**src/rtl/time_pkg.sv**
```systemverilog
// Shared types, constants and field-wrap helpers for the time-entry block.
package time_pkg;

    localparam int FIELD_W     = 6;
    localparam int ACC_W       = 2 * FIELD_W;
    localparam int CNT_W       = 3;
    localparam int SEC_PER_MIN = 60;
    localparam int MAX_SEC     = 59;

    typedef enum logic [1:0] {EDIT, CONV, DONE} te_state_t;

    function automatic logic [FIELD_W-1:0] wrap_inc(
        input logic [FIELD_W-1:0] v,
        input logic [FIELD_W-1:0] top
    );
        return (v == top) ? '0 : v + FIELD_W'(1);
    endfunction

    function automatic logic [FIELD_W-1:0] wrap_dec(
        input logic [FIELD_W-1:0] v,
        input logic [FIELD_W-1:0] top
    );
        return (v == '0) ? top : v - FIELD_W'(1);
    endfunction

endpackage

```
**src/rtl/min_to_sec_conv.sv**
```systemverilog
// Serial shift-add: acc = sec + 60*mreg, one minute bit per cycle.
module min_to_sec_conv
    import time_pkg::*;
(
    input  logic               clk,
    input  logic               nrst,
    input  logic               start,
    input  logic [FIELD_W-1:0] mreg,
    input  logic [FIELD_W-1:0] sec,
    output logic [ACC_W-1:0]   acc,
    output logic               done
);

    localparam logic [ACC_W-1:0] SPM  = ACC_W'(SEC_PER_MIN);
    localparam logic [CNT_W-1:0] LAST = CNT_W'(FIELD_W - 1);

    logic [FIELD_W-1:0] mreg_q, mreg_d;
    logic [ACC_W-1:0]   acc_q, acc_d;
    logic [CNT_W-1:0]   cnt_q, cnt_d;
    logic               run_q, run_d;

    always_comb begin
        mreg_d = mreg_q;
        acc_d  = acc_q;
        cnt_d  = cnt_q;
        run_d  = run_q;
        if (start) begin
            mreg_d = mreg;
            acc_d  = {{(ACC_W-FIELD_W){1'b0}}, sec};
            cnt_d  = '0;
            run_d  = 1'b1;
        end else if (run_q) begin
            if (mreg_q[cnt_q]) acc_d = acc_q + (SPM << cnt_q);
            if (cnt_q == LAST) begin
                cnt_d = '0;
                run_d = 1'b0;
            end else begin
                cnt_d = cnt_q + CNT_W'(1);
            end
        end
    end

    always_ff @(posedge clk) begin
        if (!nrst) begin
            mreg_q <= '0;
            acc_q  <= '0;
            cnt_q  <= '0;
            run_q  <= 1'b0;
        end else begin
            mreg_q <= mreg_d;
            acc_q  <= acc_d;
            cnt_q  <= cnt_d;
            run_q  <= run_d;
        end
    end

    assign acc  = acc_q;
    assign done = run_q && (cnt_q == LAST);

endmodule

```
**src/rtl/time_entry.sv**
```systemverilog
// Minutes:seconds editor with serial conversion to total seconds.
// Define TIME_ENTRY_CARRY_EN to carry seconds wrap into minutes.
module time_entry
    import time_pkg::*;
#(
    parameter int MAX_MIN = 59
) (
    input  logic               clk,
    input  logic               nrst,
    input  logic               en,
    input  logic               field_tgl,
    input  logic               inc,
    input  logic               dec,
    input  logic               clear,
    input  logic               confirm,
    output logic [ACC_W-1:0]   disp_time,
    output logic               field,
    output logic               busy,
    output logic [ACC_W-1:0]   set_time,
    output logic               set_valid
);

    localparam logic [FIELD_W-1:0] MIN_TOP = FIELD_W'(MAX_MIN);
    localparam logic [FIELD_W-1:0] SEC_TOP = FIELD_W'(MAX_SEC);

    te_state_t          state_q, state_d;
    logic [FIELD_W-1:0] min_q, min_d;
    logic [FIELD_W-1:0] sec_q, sec_d;
    logic               field_q, field_d;
    logic               busy_q, busy_d;
    logic [ACC_W-1:0]   set_time_q, set_time_d;
    logic               set_valid_q, set_valid_d;

    logic               conv_start;
    logic [ACC_W-1:0]   conv_acc;
    logic               conv_done;

    min_to_sec_conv u_conv (
        .clk   (clk),
        .nrst  (nrst),
        .start (conv_start),
        .mreg  (min_q),
        .sec   (sec_q),
        .acc   (conv_acc),
        .done  (conv_done)
    );

    always_comb begin
        state_d     = state_q;
        min_d       = min_q;
        sec_d       = sec_q;
        field_d     = field_q;
        busy_d      = busy_q;
        set_time_d  = set_time_q;
        set_valid_d = 1'b0;
        conv_start  = 1'b0;
        unique case (state_q)
            EDIT: begin
                if (clear) begin
                    min_d = '0;
                    sec_d = '0;
                end else if (confirm) begin
                    conv_start = 1'b1;
                    busy_d     = 1'b1;
                    state_d    = CONV;
                end else if (en && field_tgl) begin
                    field_d = ~field_q;
                end else if (en && (inc ^ dec)) begin
                    if (field_q) begin
                        min_d = inc ? wrap_inc(min_q, MIN_TOP)
                                    : wrap_dec(min_q, MIN_TOP);
                    end else begin
                        sec_d = inc ? wrap_inc(sec_q, SEC_TOP)
                                    : wrap_dec(sec_q, SEC_TOP);
`ifdef TIME_ENTRY_CARRY_EN
                        if (inc && sec_q == SEC_TOP)
                            min_d = wrap_inc(min_q, MIN_TOP);
                        if (dec && sec_q == '0)
                            min_d = wrap_dec(min_q, MIN_TOP);
`endif
                    end
                end
            end
            CONV: begin
                if (conv_done) state_d = DONE;
            end
            DONE: begin
                set_valid_d = 1'b1;
                set_time_d  = conv_acc;
                busy_d      = 1'b0;
                state_d     = EDIT;
            end
            default: state_d = EDIT;
        endcase
    end

    always_ff @(posedge clk) begin
        if (!nrst) begin
            state_q     <= EDIT;
            min_q       <= '0;
            sec_q       <= '0;
            field_q     <= 1'b0;
            busy_q      <= 1'b0;
            set_time_q  <= '0;
            set_valid_q <= 1'b0;
        end else begin
            state_q     <= state_d;
            min_q       <= min_d;
            sec_q       <= sec_d;
            field_q     <= field_d;
            busy_q      <= busy_d;
            set_time_q  <= set_time_d;
            set_valid_q <= set_valid_d;
        end
    end

    assign disp_time = {min_q, sec_q};
    assign field     = field_q;
    assign busy      = busy_q;
    assign set_time  = set_time_q;
    assign set_valid = set_valid_q;

endmodule

```
**config.mk**
```make
export PLATFORM = sky130hd
export DESIGN_NAME = time_entry
export DESIGN_NICKNAME = d
export VERILOG_FILES = /design/src/rtl/time_pkg.sv /design/src/rtl/min_to_sec_conv.sv /design/src/rtl/time_entry.sv
export SDC_FILE = /design/constraint.sdc
export NUM_CORES = 1
export LEC_CHECK = 0
export CAP_MARGIN = 25
export CORE_MARGIN = 2
export CORE_UTILIZATION = 55
export CTS_CLUSTER_DIAMETER = 120
export DETAILED_ROUTE_END_ITERATION = 6
export GPL_ROUTABILITY_DRIVEN = 0
export PLACE_DENSITY = 0.78
export REMOVE_ABC_BUFFERS = 1
export SYNTH_ARGS = -nofsm -noshare
export SYNTH_HDL_FRONTEND = slang
export SYNTH_SLANG_ARGS = --single-unit
export TNS_END_PERCENT = 50
```
**constraint.sdc**
```tcl
create_clock -name clk -period 3 [get_ports clk]
set_input_delay 0.75 -clock clk [delete_from_list [all_inputs] [get_ports clk]]
set_output_delay 0.75 -clock clk [all_outputs]
set_load 0.05 [all_outputs]
```
==> flow_metrics.env, run 1 <==
export IMPL_internal_power_mw=0.910
export IMPL_hold_viol=0
export IMPL_grt_pass1_wl_um=11300
export IMPL_die_w_um=78.9
export IMPL_clock_sinks=51
export IMPL_ios=35
export IMPL_postRouteAntennaNets=0
export IMPL_path_clk_slew_ns=0.11
export IMPL_sw_frac_of_total=0.265
export IMPL_synth_avg_cell_area_um2=8.09
export IMPL_finalCoreUtilization=0.652
export IMPL_grtUsageTotal=0.224
export IMPL_outcome="finished clean"
export IMPL_ys_types=64
export IMPL_p_leak_nw=1.38
export IMPL_fin_total_pwr_mw=1.24
export IMPL_cp_end_kind="flop"
export IMPL_cts_tree="yes"
export IMPL_reg2reg_slack_ns=0.36
export IMPL_busiest_layer="met2"
export IMPL_ff_latch_area_mm2=0.00102
export IMPL_htree_levels=2
export IMPL_fp_dieH_um=78.9
export IMPL_slew_headroom=0.613
export IMPL_rsz0062_at_grt="false"
export IMPL_synth_cells=381
export IMPL_fillers=495
export IMPL_yosys_area_top_type="dfxtp_1"
export IMPL_required_ns=3.24
export IMPL_grt_pass1_vias=2564
export IMPL_cts_buffer_depth=2
export IMPL_dr_pass1_iters=5
export IMPL_postCtsHoldBufs=0
export IMPL_synth_edf_count=0
export IMPL_cts_root_buf="clkbuf_8"
export IMPL_cp_arrival_ns=2.87
export IMPL_synth_flop_cell="dfxtp_1"
export IMPL_clock_latency_ns=0.31
export IMPL_wl_per_cell_um=13.8
export IMPL_path_max_fanout=10
export IMPL_wl_um=6650
export IMPL_timing_final_crit_share=0.879
export IMPL_tns_ns=0
export IMPL_std_cell_rows=27
export IMPL_dr_first_iter_drc_count=195
export IMPL_num_vias=2770
export IMPL_synthAdderAreaFrac=0.0755
export IMPL_synth_xor_area_frac=0.0369
export IMPL_yosys_top_cells_area="dfxtp_1 (33%), nand2_1 (8.2%), ha_1 (6.9%)"
export IMPL_power_frac_seq=0.562
export IMPL_ys_warnings_count=0
export IMPL_async_flop_share=0
export IMPL_synth_simple_area_share=0.240
export IMPL_grt_max_degree=23
export IMPL_design_core_area_mm2=0.00547
export IMPL_layout_drive_gt1_share=0.0782
export IMPL_power_density_mw_per_mm2=347
export IMPL_grt_use_met2=0.391
export IMPL_maxCapViolCount=0
export IMPL_postCtsSetupRepairBufs=0
export IMPL_synth_compound_area_frac=0.235
export IMPL_syn_area_mm2=0.00308
export IMPL_cp_start_kind="flop"
export IMPL_seq_area_frac_synth=0.331
export IMPL_hold_ws_ns=0.465
export IMPL_placed_area_mm2=0.00347
export IMPL_max_freq_mhz=379
export IMPL_grt_met3_usage=0.0477
export IMPL_setup_viol=0
export IMPL_grt_overflow_total=0
export IMPL_crit_type="flop to flop"
export IMPL_nets=434
export IMPL_start_util=0.563
export IMPL_maxSlewViolCount=0
export IMPL_clkPwrFrac=0.330
export IMPL_combPwrFrac=0.107
export IMPL_drc=0
export IMPL_viasPerCell=5.76
export IMPL_design_area_mm2=0.00357
export IMPL_p_sw_mw=0.328
export IMPL_grt_use_met1=0.278
export IMPL_numCtsBuffers=5
export IMPL_netlist_area_leader_share=0.331
export IMPL_multiInputGateArea_mm2=0.00189
export IMPL_ys_ff_latch=51
export IMPL_numPortBuffers=34
export IMPL_antenna_found_initial=0
export IMPL_ir_drop_mv=0.327
export IMPL_die_area_mm2=0.00622
export IMPL_synth_top_family_by_area="simple AND/OR/NAND/NOR gates"
export IMPL_diodes=0
export IMPL_area_growth_pct=15.7
export IMPL_skew_ns=0.0143
export IMPL_cts_resized=0
export IMPL_period_minus_slack_ns=2.64
export IMPL_place_hpwl_um=4970
export IMPL_synth_mux_area_fraction=0.0272
export IMPL_tightest_slew_ns=0.580
export IMPL_hold_class="flop to flop"
power by group through the flow:
stage | sequential (mW) | combinational, mW | clock (mW)
3_5_place_dp | 0.712 | 0.132 | 0
6_report | 0.696 | 0.133 | 0.409
5_1_grt | 0.698 | 0.146 | 0.446
2_1_floorplan | 0.718 | 0.0751 | 0
4_1_cts | 0.696 | 0.133 | 0.419
3_3_place_gp | 0.711 | 0.130 | 0
Yosys cell counts (all sizes together), types with 3 or more instances:
master	n
a31oi	3
a22oi	5
ha	17
and2	4
mux2i	5
nor2	25
o21a	6
buf	8
clkbuf	15
nor2b	13
nand2	67
o211a	3
xor2	7
nor3	8
dfxtp	51
a32oi	4
o311ai	3
a21o	4
nand3	9
inv	16
and3	3
a21oi	18
xnor2	6
a21boi	22
o21ai	19
a211oi	3
nand4	3
area by class of cell:
| cell class | count | area share |
|---|---|---|
| clock buffer | 5 | 0.0193 |
| clock inverter | 3 | 0.00702 |
| inverter | 16 | 0.0168 |
| multi-input combinational | 291 | 0.531 |
| sequential | 51 | 0.286 |
| tap | 72 | 0.0253 |
| timing repair buffer | 43 | 0.114 |
cell usage in the layout, fill, tap and decap left out, types with 5 or more instances in the layout:
cell and instances:
a22oi_1 5, dfxtp_1 51, ha_1 17, nand2_1 67, nor3_1 8, a21oi_1 18
xnor2_1 6, buf_4 9, nor2b_1 13, clkbuf_8 5, inv_1 16, a21boi_0 21
xor2_1 7, o21ai_0 17, o21a_1 5, clkdlybuf4s50_1 34, nor2_1 25, nand3_1 9
mux2i_1 5
worst paths after layout:
check                        from             to  depth (start not counted)
hold reg to reg       set_time[2]    set_time[2]                          2
setup reg to reg  u_conv.cnt_q[1]  u_conv.acc[8]                         10
setup / recovery  u_conv.cnt_q[1]  u_conv.acc[8]                         10
hold / removal        set_time[2]    set_time[2]                          2
cell families after synthesis:
kind of cell | count (synthesis)
AO/OA/AOI/OAI | 102
buffers and inverters | 39
XOR/XNOR | 13
flip-flops | 51
adder cells (fa/ha/maj) | 18
multiplexers | 7
AND/OR/NAND/NOR | 151
critical path, stage by stage, from the launching register on:
cell	delay, ns
dfxtp_1	0.43
nor3_1	0.29
ha_1	0.23
inv_1	0.05
fa_1	0.37
nor2b_1	0.20
o31a_1	0.22
o21a_1	0.15
nor3_1	0.04
or3b_2	0.44
a21oi_1	0.15
state kept, by name, indices dropped and copies added, names as in the netlist:
signal         flops
busy               1
field              1
min_q              6
sec_q              6
set_time          12
set_valid          1
state_q            2
u_conv.acc        12
u_conv.cnt_q       3
u_conv.mreg_q      6
u_conv.run_q       1
metrics by stage:
| step | worst slack (ns) | cells |
|---|---|---|
| 3_5_place_dp | 0.223 | 473 |
| 3_3_place_gp | 0.308 | 473 |
| 4_1_cts | 0.378 | 481 |
| 2_1_floorplan | 0.659 | 358 |
| 5_1_grt | 0.149 | 481 |
| 6_report | 0.364 | 481 |
per-layer routing:
layer  vias to the layer above  part of all wire
met5                         -                 0
met4                         0             0.016
met3                         9             0.055
met2                        86              0.48
met1                      1289              0.45
li1                       1386                 -
Power figures use the tool's default switching activity.
==> inputs of run 2 (changes only) <==
CORE_UTILIZATION = 41   (was 55)
PLACE_DENSITY = unset   (was 0.78)
SYNTH_HIERARCHICAL = 1   (was unset)
==> run 2 against run 1 <==
  * Combinational power about the same
  * Routed wire length increased by 6.9%
  * Via count decreased by 0.76%
  * Critical path depth decreased by 9
  * First-iteration DRC count decreased by 61%
  * Non-clock buffer count increased by 4
  * Synthesized cell count increased by 1.0%
  * Count of clock-buffer cells in the layout increased by 1
==> flow_metrics.env, run 2 <==
export IMPL_drc=0
export IMPL_diodes=0
export IMPL_maxSlewViolCount=0
export IMPL_wl_per_cell_um=13.8
export IMPL_grt_overflow_total=0
export IMPL_ios=35
export IMPL_grtUsageTotal=0.176
export IMPL_fin_total_pwr_mw=1.21
export IMPL_seq_area_frac_synth=0.323
export IMPL_p_leak_nw=1.40
export IMPL_outcome="finished clean"
export IMPL_layout_commonest_cell="dfxtp_1"
export IMPL_finalCoreUtilization=0.485
export IMPL_grt_pass1_vias=2530
export IMPL_rsz0062_at_grt="false"
export IMPL_cts_resized=0
export IMPL_cp_start_kind="flop"
export IMPL_setup_viol=0
export IMPL_tns_ns=0
export IMPL_dr_pass1_iters=4
export IMPL_cts_root_buf="clkbuf_8"
export IMPL_viasPerCell=5.33
export IMPL_dr_first_iter_drc_count=76
export IMPL_period_minus_slack_ns=2.55
export IMPL_max_freq_mhz=392
export IMPL_multiInputGateArea_mm2=0.00196
export IMPL_wl_um=7110
export IMPL_crit_type="flop to output port"
export IMPL_ys_types=65
export IMPL_start_util=0.416
export IMPL_grt_max_degree=24
export IMPL_num_vias=2749
export IMPL_ys_warnings_count=6
export IMPL_area_growth_pct=16.5
export IMPL_tightest_slew_ns=0.653
export IMPL_ys_ff_latch=51
export IMPL_hold_ws_ns=0.464
export IMPL_min_path_cells=2
export IMPL_path_clk_slew_ns=0.09
export IMPL_ys_top_cells_by_count="dfxtp_1 (51), nand2_1 (46), a21oi_1 (26)"
export IMPL_hold_class="flop to flop"
export IMPL_final_cell_mix="dfxtp_1 (51), nand2_1 (46), clkdlybuf4s50_1 (34)"
export IMPL_cp_end_kind="output port"
export IMPL_yosys_area_top_type="dfxtp_1"
export IMPL_timing_final_crit_share=0.851
export IMPL_crit_slowest_cell="clkdlybuf4s50_1"
export IMPL_cts_buffer_depth=2
export IMPL_required_ns=2.25
export IMPL_ff_latch_area_mm2=0.00102
export IMPL_nets=439
export IMPL_maxCapViolCount=0
export IMPL_synth_edf_count=0
export IMPL_power_density_mw_per_mm2=329
export IMPL_fillers=779
export IMPL_cp_slowest_stage_delay_ns=0.89
export IMPL_synth_avg_cell_area_um2=8.22
export IMPL_clock_latency_ns=0.30
export IMPL_place_hpwl_um=5150
export IMPL_yosys_top_cells_area="dfxtp_1 (32%), ha_1 (6.7%), nand2_1 (5.5%)"
export IMPL_postRouteAntennaNets=0
export IMPL_antenna_found_initial=0
export IMPL_layout_drive_gt1_share=0.0749
export IMPL_synth_cells=385
export IMPL_yosysMostFrequentCell="dfxtp_1"
export IMPL_slew_headroom=0.565
export IMPL_numPortBuffers=34
export IMPL_std_cell_rows=32
export IMPL_cts_tree="yes"
export IMPL_worst_r2r_path_depth=10
export IMPL_skew_ns=0.0121
export IMPL_path_max_fanout=13
export IMPL_hold_viol=0
export IMPL_postCtsSetupRepairBufs=0
export IMPL_path_delay_family="buffers and inverters"
export IMPL_syn_area_mm2=0.00316
export IMPL_path_depth=1
export IMPL_die_w_um=91.9
export IMPL_htree_levels=2
export IMPL_fp_dieH_um=91.9
export IMPL_path_buf_inv=1
export IMPL_postCtsHoldBufs=0
export IMPL_synth_flop_cell="dfxtp_1"
export IMPL_ir_drop_mv=0.147
export IMPL_numCtsBuffers=5
export IMPL_clock_sinks=51
export IMPL_netlist_area_leader_share=0.323
export IMPL_path_cells="clkdlybuf4s50_1"
export IMPL_async_flop_share=0
export IMPL_grt_pass1_wl_um=12200
export IMPL_die_area_mm2=0.00844
export IMPL_design_core_area_mm2=0.00761
export IMPL_cp_arrival_ns=1.80
-- run 2: cell types whose count changed after synthesis, sizes merged, moves of 6 or more --
cell and change:
nand2 -21, nand2b +9, a21boi -8, a21oi +8, mux2i +7, nor2b +6
-- run 2: cell type report --
cell class                 count  share of cell area
tap                          102              0.0346
inverter                      15              0.0153
clock inverter                 2             0.00339
timing repair buffer          47               0.119
sequential                    51               0.277
clock buffer                   6              0.0197
multi-input combinational    293               0.531
-- run 2: final timing paths --
path	startpoint	end	slack, ns
max	sec_q[3]	disp_time[3]	0.45
min	set_time[10]	set_time[10]	0.46
max reg2reg	u_conv/cnt_q[2]	u_conv/acc[10]	0.52
min reg2reg	set_time[10]	set_time[10]	0.46
-- run 2: logic make-up after synthesis --
kind of cell             Yosys count  share of synthesized area
AO/OA/AOI/OAI                     99                      0.213
XOR/XNOR                          12                     0.0356
buffers and inverters             41                     0.0581
AND/OR/NAND/NOR                  150                      0.248
adder cells (fa/ha/maj)           18                     0.0735
flip-flops                        51                      0.323
multiplexers                      14                     0.0486
-- run 2: routing by layer --
metal | share of wire | up-vias | global-route usage
met2 | 0.45 | 47 | 0.294
met3 | 0.029 | 10 | 0.0279
met4 | 0.013 | 0 | 0.0498
li1 | - | 1424 | -
met5 | 0 | - | 0
met1 | 0.50 | 1268 | 0.237
-- run 2: power by group --
group	switching, mW	internal (mW)	total [mW]
clock network	0.223	0.164	0.387
registers	0.00954	0.684	0.693
logic	0.0736	0.0613	0.135
-- run 2: stage by stage --
stage / setup slack, ns / instances / area (um^2)
floorplan: 0.543 / 359 / 3040
detailed placement: 0.471 / 508 / 3600
CTS: 0.459 / 516 / 3690
global placement: 0.503 / 508 / 3600
finish: 0.447 / 516 / 3690
global route: 0.308 / 516 / 3690
